==> config.mk <==
export PLATFORM = sky130hd
export DESIGN_NAME = dot_prod_peak
export DESIGN_NICKNAME = d
export VERILOG_FILES = /design/src/rtl/dot_prod_peak.sv
export SDC_FILE = /design/constraint.sdc
export NUM_CORES = 2
export LEC_CHECK = 0
export ABC_CLOCK_PERIOD_IN_PS = 8600
export CAP_MARGIN = 25
export CORE_UTILIZATION = 60
export CTS_CLUSTER_DIAMETER = 40
export DETAILED_ROUTE_END_ITERATION = 7
export GPL_ROUTABILITY_DRIVEN = 0
export PLACE_DENSITY = 0.78
export SYNTH_ARGS = -nofsm -noshare
export SYNTH_HDL_FRONTEND = slang
export SYNTH_SLANG_ARGS = --single-unit
==> constraint.sdc <==
create_clock -name clk -period 8.6 [get_ports clk]
set_clock_uncertainty 0.1 [all_clocks]
set_input_delay 0.86 -clock clk [delete_from_list [all_inputs] [get_ports clk]]
set_output_delay 0.86 -clock clk [all_outputs]
set_load 0.02 [all_outputs]
==> src/rtl/dot_prod_peak.sv <==
// dot_prod_peak
//   Peak search stage behind the pipelined complex dot product in the CAF
//   search path. Each accepted product (one per lag/frequency bin) is tagged
//   with its position in the current frame. A three-stage pipeline then
//   computes |x|^2 = I^2 + Q^2 and tracks the largest value over `length`
//   consecutive products. At frame end the peak magnitude, its index and the
//   complex sample that produced it are presented under valid/ready.
//
// Ports
//   clk                    : single clock, rising edge
//   rst                    : synchronous, active-high reset
//   m_axis_product_tvalid  : upstream product valid
//   i, q                   : signed product I / Q
//   s_axis_product_tready  : product accepted this cycle (when valid)
//   m_axis_peak_tready     : consumer takes the peak result
//   s_axis_peak_tvalid     : peak result valid
//   peak_mag               : unsigned I^2+Q^2 of the peak
//   peak_index             : position of the peak in the frame, 0..length-1
//   peak_i, peak_q         : complex value at the peak
module dot_prod_peak #(
  parameter int i_bits     = 24,
  parameter int q_bits     = 24,   // must equal i_bits
  parameter int mag_bits   = 49,   // 2*i_bits+1
  parameter int length     = 16,   // products per frame, >= 4
  parameter int index_bits = 4     // 2**index_bits >= length
) (
  input  logic                         clk,
  input  logic                         rst,
  input  logic                         m_axis_product_tvalid,
  input  logic signed [i_bits-1:0]     i,
  input  logic signed [q_bits-1:0]     q,
  output logic                         s_axis_product_tready,
  input  logic                         m_axis_peak_tready,
  output logic                         s_axis_peak_tvalid,
  output logic        [mag_bits-1:0]   peak_mag,
  output logic        [index_bits-1:0] peak_index,
  output logic signed [i_bits-1:0]     peak_i,
  output logic signed [q_bits-1:0]     peak_q
);

  localparam logic [index_bits-1:0] last_index = index_bits'(length - 1);

  logic                        accept;
  logic [index_bits-1:0]       frame_count;

  // S1: squares plus side-band data
  logic                        s1_valid;
  logic [2*i_bits-1:0]         s1_sq_i;
  logic [2*q_bits-1:0]         s1_sq_q;
  logic [index_bits-1:0]       s1_index;
  logic signed [i_bits-1:0]    s1_i;
  logic signed [q_bits-1:0]    s1_q;
  logic                        s1_last;

  // S2: magnitude plus side-band data
  logic                        s2_valid;
  logic [mag_bits-1:0]         s2_mag;
  logic [index_bits-1:0]       s2_index;
  logic signed [i_bits-1:0]    s2_i;
  logic signed [q_bits-1:0]    s2_q;
  logic                        s2_last;

  // S3: running maximum for the frame in progress
  logic [mag_bits-1:0]         max_mag;
  logic [index_bits-1:0]       max_index;
  logic signed [i_bits-1:0]    max_i;
  logic signed [q_bits-1:0]    max_q;

  logic signed [2*i_bits-1:0]  sq_i_full;
  logic signed [2*q_bits-1:0]  sq_q_full;
  logic                        take;
  logic [mag_bits-1:0]         win_mag;
  logic [index_bits-1:0]       win_index;
  logic signed [i_bits-1:0]    win_i;
  logic signed [q_bits-1:0]    win_q;

  // Only the last product of a frame can stall, and only while the previous
  // result is still waiting: every other product finishes before the next
  // result write, so the single output register is never overwritten.
  assign s_axis_product_tready =
    !(s_axis_peak_tvalid && !m_axis_peak_tready && (frame_count == last_index));
  assign accept = m_axis_product_tvalid && s_axis_product_tready;

  // Signed squares are non-negative, so the full-width product reads as unsigned.
  assign sq_i_full = i * i;
  assign sq_q_full = q * q;

  // Index 0 starts a new frame and loads unconditionally; afterwards only a
  // strictly larger magnitude replaces the max, so ties keep the earliest index.
  // NOTE: every combinational output gets a default first so no path leaves
  // it unassigned and no latch is inferred.
  always_comb begin
    take      = 1'b0;
    win_mag   = max_mag;
    win_index = max_index;
    win_i     = max_i;
    win_q     = max_q;
    if (s2_valid && ((s2_index == '0) || (s2_mag > max_mag))) begin
      take      = 1'b1;
      win_mag   = s2_mag;
      win_index = s2_index;
      win_i     = s2_i;
      win_q     = s2_q;
    end
  end

  // Control and result state: cleared by reset so a partial frame is dropped.
  // NOTE: sequential state uses non-blocking assignments so every register
  // samples the pre-edge value of its neighbours, whatever the block order.
  always_ff @(posedge clk) begin
    if (rst) begin
      frame_count        <= '0;
      s1_valid           <= 1'b0;
      s2_valid           <= 1'b0;
      max_mag            <= '0;
      max_index          <= '0;
      max_i              <= '0;
      max_q              <= '0;
      s_axis_peak_tvalid <= 1'b0;
      peak_mag           <= '0;
      peak_index         <= '0;
      peak_i             <= '0;
      peak_q             <= '0;
    end else begin
      if (accept) begin
        frame_count <= (frame_count == last_index) ? '0
                                                   : frame_count + index_bits'(1);
      end
      s1_valid <= accept;
      s2_valid <= s1_valid;

      if (take) begin
        max_mag   <= win_mag;
        max_index <= win_index;
        max_i     <= win_i;
        max_q     <= win_q;
      end

      // A new result wins over a same-cycle acceptance of the old one.
      if (s2_valid && s2_last) begin
        s_axis_peak_tvalid <= 1'b1;
        peak_mag           <= win_mag;
        peak_index         <= win_index;
        peak_i             <= win_i;
        peak_q             <= win_q;
      end else if (s_axis_peak_tvalid && m_axis_peak_tready) begin
        s_axis_peak_tvalid <= 1'b0;
      end
    end
  end

  // Pipeline data registers: qualified by the stage valids, so no reset.
  // NOTE: data-only registers stay out of the reset branch; their contents
  // are ignored until the matching valid bit is set.
  always_ff @(posedge clk) begin
    s1_sq_i  <= sq_i_full;
    s1_sq_q  <= sq_q_full;
    s1_index <= frame_count;
    s1_i     <= i;
    s1_q     <= q;
    s1_last  <= (frame_count == last_index);

    // Sum peaks at 2^(2*i_bits-1); the extra top bit keeps it from wrapping.
    s2_mag   <= mag_bits'(s1_sq_i) + mag_bits'(s1_sq_q);
    s2_index <= s1_index;
    s2_i     <= s1_i;
    s2_q     <= s1_q;
    s2_last  <= s1_last;
  end

endmodule

======== Yosys cells after proc, flatten, opt, wreduce, memory -nomap -nowiden ========
Cells that the tools add are included.
storage, ports and cells
  register bits ........................... 460
operators by class
  $mul .................................... 2
  $lt $le $gt $ge ......................... 1
  equality and inequality tests ........... 1
  multiplexer cells ....................... 8
  add/sub/neg operators ................... 2
  reduce and logical (&&, ||, !) cells .... 11
operators with widths
  operator               count
  $mul A24 B24 Y48       2
  $add A48 B48 Y49       1
  $gt A49 B49 Y1         1
  $mux W49               1
  $mux W24               2
  $mux W4                2
  $logic_and A1 B1 Y1    6
  $add A4 B1 Y4 const B  1
  $eq A4 B4 Y1 const B   1
  $logic_not A4 Y1       1
  $mux W1                3
  $logic_not A1 Y1       2
  $reduce_bool A2 Y1     1
  $logic_or A1 B1 Y1     1

======== Depth between registers and ports, before layout ========
  depth after elaboration ................. 5
  mapped depth ............................ 30
  gate-level depth less buffers ........... 27

======== Least setup slack after synthesis ========
Ideal clock, no wire load.
  path kind ............................... input -> register
  start point ............................. in i[23]
  end point ............................... reg s1_sq_i[47]
  data required time ...................... 8.428 ns
  setup time .............................. 0.072 ns
  stages .................................. 25
  path slack .............................. 0.602 ns
  buffers on the path ..................... 2
  data arrival time ....................... 7.826 ns
  cells stage by stage .................... clkbuf_1 clkbuf_1 nand2_1 inv_1 fa_1 fa_1 inv_1 fa_1 inv_1 fa_1 fa_1 fa_1 inv_1 fa_1 inv_1 ha_1 and3_1 and3_2 nand4_2 a41oi_2 a311o_2 a21o_1 or4b_1 a31oi_1 xnor2_1
between the ends
  cells in the longest elaborated chain, start to end .. 1
ends and longest elaborated chain
  element                 line  source
  start: declaration      30    input logic signed [i_bits-1:0] i,
  $mul A24 B24 Y48        85    assign sq_i_full = i * i;
  via sq_i_full[47]       69    logic signed [2*i_bits-1:0] sq_i_full;
  end signal: assignment  156   s1_sq_i <= sq_i_full;
  end: declaration        48    logic [2*i_bits-1:0] s1_sq_i;
The timed path passes the listed nets, and every way through them passes these cells.
A chain may end at the register's enable or synchronous reset.

======== Final worst setup path ========
Same ends and word-level chain as after synthesis.

==> flow_summary.toml <==
[status]
outcome = "finished, final reports clean"

[clock_tree]
htreeDepth = 3
worst_skew_pair.late_latency_ps = 650
cts_root_buf = "sky130_fd_sc_hd__clkbuf_16"
numClockSinks = 456
clk_path_buf_depth = 3
cts_tree = "done"
path_clk_slew_ps = 50
cts_inserted_buffers = 68
cts_post_setup_buffers_inserted = 0

[grt]
gr-usage-all-layers_pct = 27.86
initial_antenna_violation_count = 1
grt_pass1_wl_mm = 197.4
grt_overflow_total = 0
grt_pass1_vias = 40150
grt_max_degree = 136

[timing]
timing.setup.tns_ps = 0
portion_of_the_clock_cycle_consumed_by_the_worst_path_in_the_final_layout_pct = 93.87
setup-violations-final = 0
worst_pin_slew_ps = 941.9
final.min_clock_period_ps = 8073
unrepaired_setup_endpoints_after_global_routing = "no"
maxClockFrequency_mhz = 123.9
timing_hold_violations_final = 0
maxSlewHeadroom_pct = 36.63
finalMaxSlewViolations = 0

[yosys]
ys_dominant_reg_cell = "sky130_fd_sc_hd__dfxtp_1"
synthSimpleGateAreaFrac_pct = 9.704
post_synth_instance_area_um2 = 52950
synthesis.instances = 5347
synth_fp_nets = 6899
synthAdderAreaFrac_pct = 51.25
yosys.area_share.xor_xnor_pct = 2.564
dominant_combinational_cell_family_by_area_after_synthesis = "adder cells"
post_synth_num_cell_types = 69
ys_ff_latch = 456
synthDominantAreaCellType = "sky130_fd_sc_hd__fa_1"
seq_area_frac_synth_pct = 17.24
synth_top_area_share_pct = 42.15
synth-edff-count = 0
synthMuxAreaShare_pct = 2.011
synth-async-reset-ratio_pct = 0
ys.warnings.count = 0
syn-mean-instance-area_um2 = 9.903
synth.area.top_cells = "sky130_fd_sc_hd__fa_1, sky130_fd_sc_hd__dfxtp_1, sky130_fd_sc_hd__inv_1"
synth-compound-area-share_pct = 6.247

[setup_path]
worstReg2RegStart = "max_mag[30]"
critPathRequiredTime_ps = 9010
arrival_ps = 8480
setup.worst_path.start = "i[23]"
cp_max_fo = 18
critPathLaunchType = "input port"
path_class = "in -> reg"
setup.worst_path.end_class = "flop"

[place]
placement.cell_area_um2 = 56640
dpl.cell_count = 6631
io_buffer_count = 154
hpwl_mm = 96.01

[layout]
final.fill_count = 6610
syn2layout_area_growth_pct = 11.56
final_cells = 6757
drive_above_1_share_pct = 5.195
diodes = 0
finish.net_count = 7101
stdcell_area_um2 = 59080

[die]
placeableCoreArea_um2 = 87160
floorplan.die_area_um2 = 89450
std_cell_rows = 108
die_y_um = 299.1
dieWidth_um = 299.1
io_pins = 155
initial_core_util_pct = 60.76

[min_path]
hold_path.class = "reg -> reg"
min_from = "s1_i[14]"

[route]
final_antenna_net_count = 0
detailedRoute.firstPassIterationCount = 7
avgViaCountPerCell = 5.304
detailedRoute.firstIterationViolations = 1801
via_count = 35840
totalWireLength_mm = 116.4
avgRoutedWirePerCell_um = 17.23
drc_errors = 0

[job]
max_cap_violations = 0
==> layout by cell type, fill, tap and decap left out, types with 52 or more instances in the layout <==
| cell type | instances |
|---|---|
| sky130_fd_sc_hd__a211oi_1 | 110 |
| sky130_fd_sc_hd__a21o_1 | 95 |
| sky130_fd_sc_hd__a21oi_1 | 123 |
| sky130_fd_sc_hd__and2_1 | 211 |
| sky130_fd_sc_hd__buf_4 | 119 |
| sky130_fd_sc_hd__clkbuf_16 | 68 |
| sky130_fd_sc_hd__clkdlybuf4s50_1 | 153 |
| sky130_fd_sc_hd__dfxtp_1 | 456 |
| sky130_fd_sc_hd__fa_1 | 1115 |
| sky130_fd_sc_hd__ha_1 | 385 |
| sky130_fd_sc_hd__inv_1 | 1370 |
| sky130_fd_sc_hd__mux2i_1 | 103 |
| sky130_fd_sc_hd__nand2_1 | 392 |
| sky130_fd_sc_hd__nor2_1 | 300 |
| sky130_fd_sc_hd__nor2b_1 | 52 |
| sky130_fd_sc_hd__o21ai_0 | 60 |
| sky130_fd_sc_hd__xnor2_1 | 106 |
==> routing by layer <==
layer / GRT usage, % / vias to the layer above / routed length, um
li1: - / 16450 / -
met1: 34.81 / 18040 / 45770
met2: 48.24 / 1036 / 59240
met3: 4.530 / 308 / 6768
met4: 11.39 / 2 / 4603
met5: 0 / - / 11
==> final timing paths <==
kind	to	slack (ps)	cells past startpoint
hold / removal	s2_i[14]	220	0
setup reg to reg	peak_mag[26]	3600	13
setup / recovery	s1_sq_i[47]	530	27
hold reg to reg	s2_i[14]	220	0
==> stage by stage <==
step	hold slack (ps)	setup slack [ps]	util (%)
floorplan	209.6	602.2	-
global placement	209.7	-7.510	64.99
detailed placement	212.1	-71.73	64.99
CTS	217.7	577.7	67.71
global route	220.9	118.3	67.78
finish	217.1	527.4	67.78
==> kinds of logic (layout without fill, tap and decap cells) <==
family          count (synthesis)  in the layout
compound gates                491            491
xor+xnor                      155            155
fa+ha+maj                    1500           1500
buf+inv                      1538           1793
flops                         456            456
mux                           106            106
simple gates                 1101           1101
==> critical path, stage by stage <==
cell,delay [ps]
sky130_fd_sc_hd__clkdlybuf4s50_1,590
sky130_fd_sc_hd__buf_12,250
sky130_fd_sc_hd__nand2_1,160
sky130_fd_sc_hd__inv_1,90
sky130_fd_sc_hd__fa_1,650
sky130_fd_sc_hd__inv_1,100
sky130_fd_sc_hd__fa_1,510
sky130_fd_sc_hd__fa_1,550
sky130_fd_sc_hd__inv_1,50
sky130_fd_sc_hd__fa_1,500
sky130_fd_sc_hd__inv_1,50
sky130_fd_sc_hd__fa_1,540
sky130_fd_sc_hd__fa_1,430
sky130_fd_sc_hd__fa_1,490
sky130_fd_sc_hd__inv_1,40
sky130_fd_sc_hd__ha_1,190
sky130_fd_sc_hd__nor3_1,170
sky130_fd_sc_hd__o21ai_0,170
sky130_fd_sc_hd__nor3_1,230
sky130_fd_sc_hd__o31ai_1,130
sky130_fd_sc_hd__nand2_1,150
sky130_fd_sc_hd__a41oi_2,160
sky130_fd_sc_hd__a311o_2,470
sky130_fd_sc_hd__a21o_1,190
sky130_fd_sc_hd__or4b_1,480
sky130_fd_sc_hd__a31oi_1,210
sky130_fd_sc_hd__xnor2_1,80
==> synth_stat cells, types with 3 or more instances <==
cell type                   number
sky130_fd_sc_hd__nor3_1         17
sky130_fd_sc_hd__clkbuf_1      151
sky130_fd_sc_hd__inv_1        1370
sky130_fd_sc_hd__o211ai_1        9
sky130_fd_sc_hd__fa_1         1115
sky130_fd_sc_hd__xnor2_1       106
sky130_fd_sc_hd__ha_1          385
sky130_fd_sc_hd__o31ai_1         4
sky130_fd_sc_hd__and3_1         15
sky130_fd_sc_hd__o21ai_0        60
sky130_fd_sc_hd__o31a_1          3
sky130_fd_sc_hd__a21boi_0        3
sky130_fd_sc_hd__a211oi_1      110
sky130_fd_sc_hd__or3_1           4
sky130_fd_sc_hd__o21a_1         23
sky130_fd_sc_hd__nand4_1        23
sky130_fd_sc_hd__mux2_2          3
sky130_fd_sc_hd__dfxtp_1       456
sky130_fd_sc_hd__nand2b_1       33
sky130_fd_sc_hd__a21o_1         95
sky130_fd_sc_hd__buf_4          11
sky130_fd_sc_hd__a31oi_1        11
sky130_fd_sc_hd__and3_2          6
sky130_fd_sc_hd__a2111oi_0       5
sky130_fd_sc_hd__a21oi_1       123
sky130_fd_sc_hd__o21bai_1        7
sky130_fd_sc_hd__xor2_1         49
sky130_fd_sc_hd__and2_1        212
sky130_fd_sc_hd__nand2_1       392
sky130_fd_sc_hd__mux2i_1       103
sky130_fd_sc_hd__nand3_1        29
sky130_fd_sc_hd__and4_1          4
sky130_fd_sc_hd__nor4_1          4
sky130_fd_sc_hd__a31o_2          3
sky130_fd_sc_hd__nor2b_1        52
sky130_fd_sc_hd__nor2_1        300
sky130_fd_sc_hd__a311oi_1        4
sky130_fd_sc_hd__buf_1           4
==> state kept, by name, summed over array words and instances, names as in the netlist <==
| register | count |
|---|---|
| s1_valid | 1 |
| s2_valid | 1 |
| s1_q | 24 |
| max_q | 24 |
| s1_last | 1 |
| s1_sq_i | 46 |
| s1_index | 4 |
| max_mag | 49 |
| s2_i | 24 |
| max_index | 4 |
| s2_index | 4 |
| s2_last | 1 |
| peak_mag | 49 |
| s_axis_peak_tvalid | 1 |
| s2_mag | 49 |
| s1_i | 24 |
| frame_count | 4 |
| peak_q | 24 |
| max_i | 24 |
| s1_sq_q | 46 |
| peak_index | 4 |
| s2_q | 24 |
| peak_i | 24 |
==> final cells by class <==
type,count,area (um2),area share [%]
Tap cell,1155,1445,2.446
Sequential cell,456,9129,15.45
Timing Repair Buffer,300,2977,5.039
Multi-Input combinational cell,3353,38010,64.34
Inverter,1370,5142,8.705
Clock buffer,80,1817,3.075
Clock inverter,43,555.5,0.9404
==> timing repair <==
item	in CTS	in global routing
hold buffers	0	0
setup endpoints to repair	0	1
resized for setup	0	1
Power is left out: the tool's default activity adds up to more than one toggle a clock period on the data nets, which glitch-free logic cannot reach.
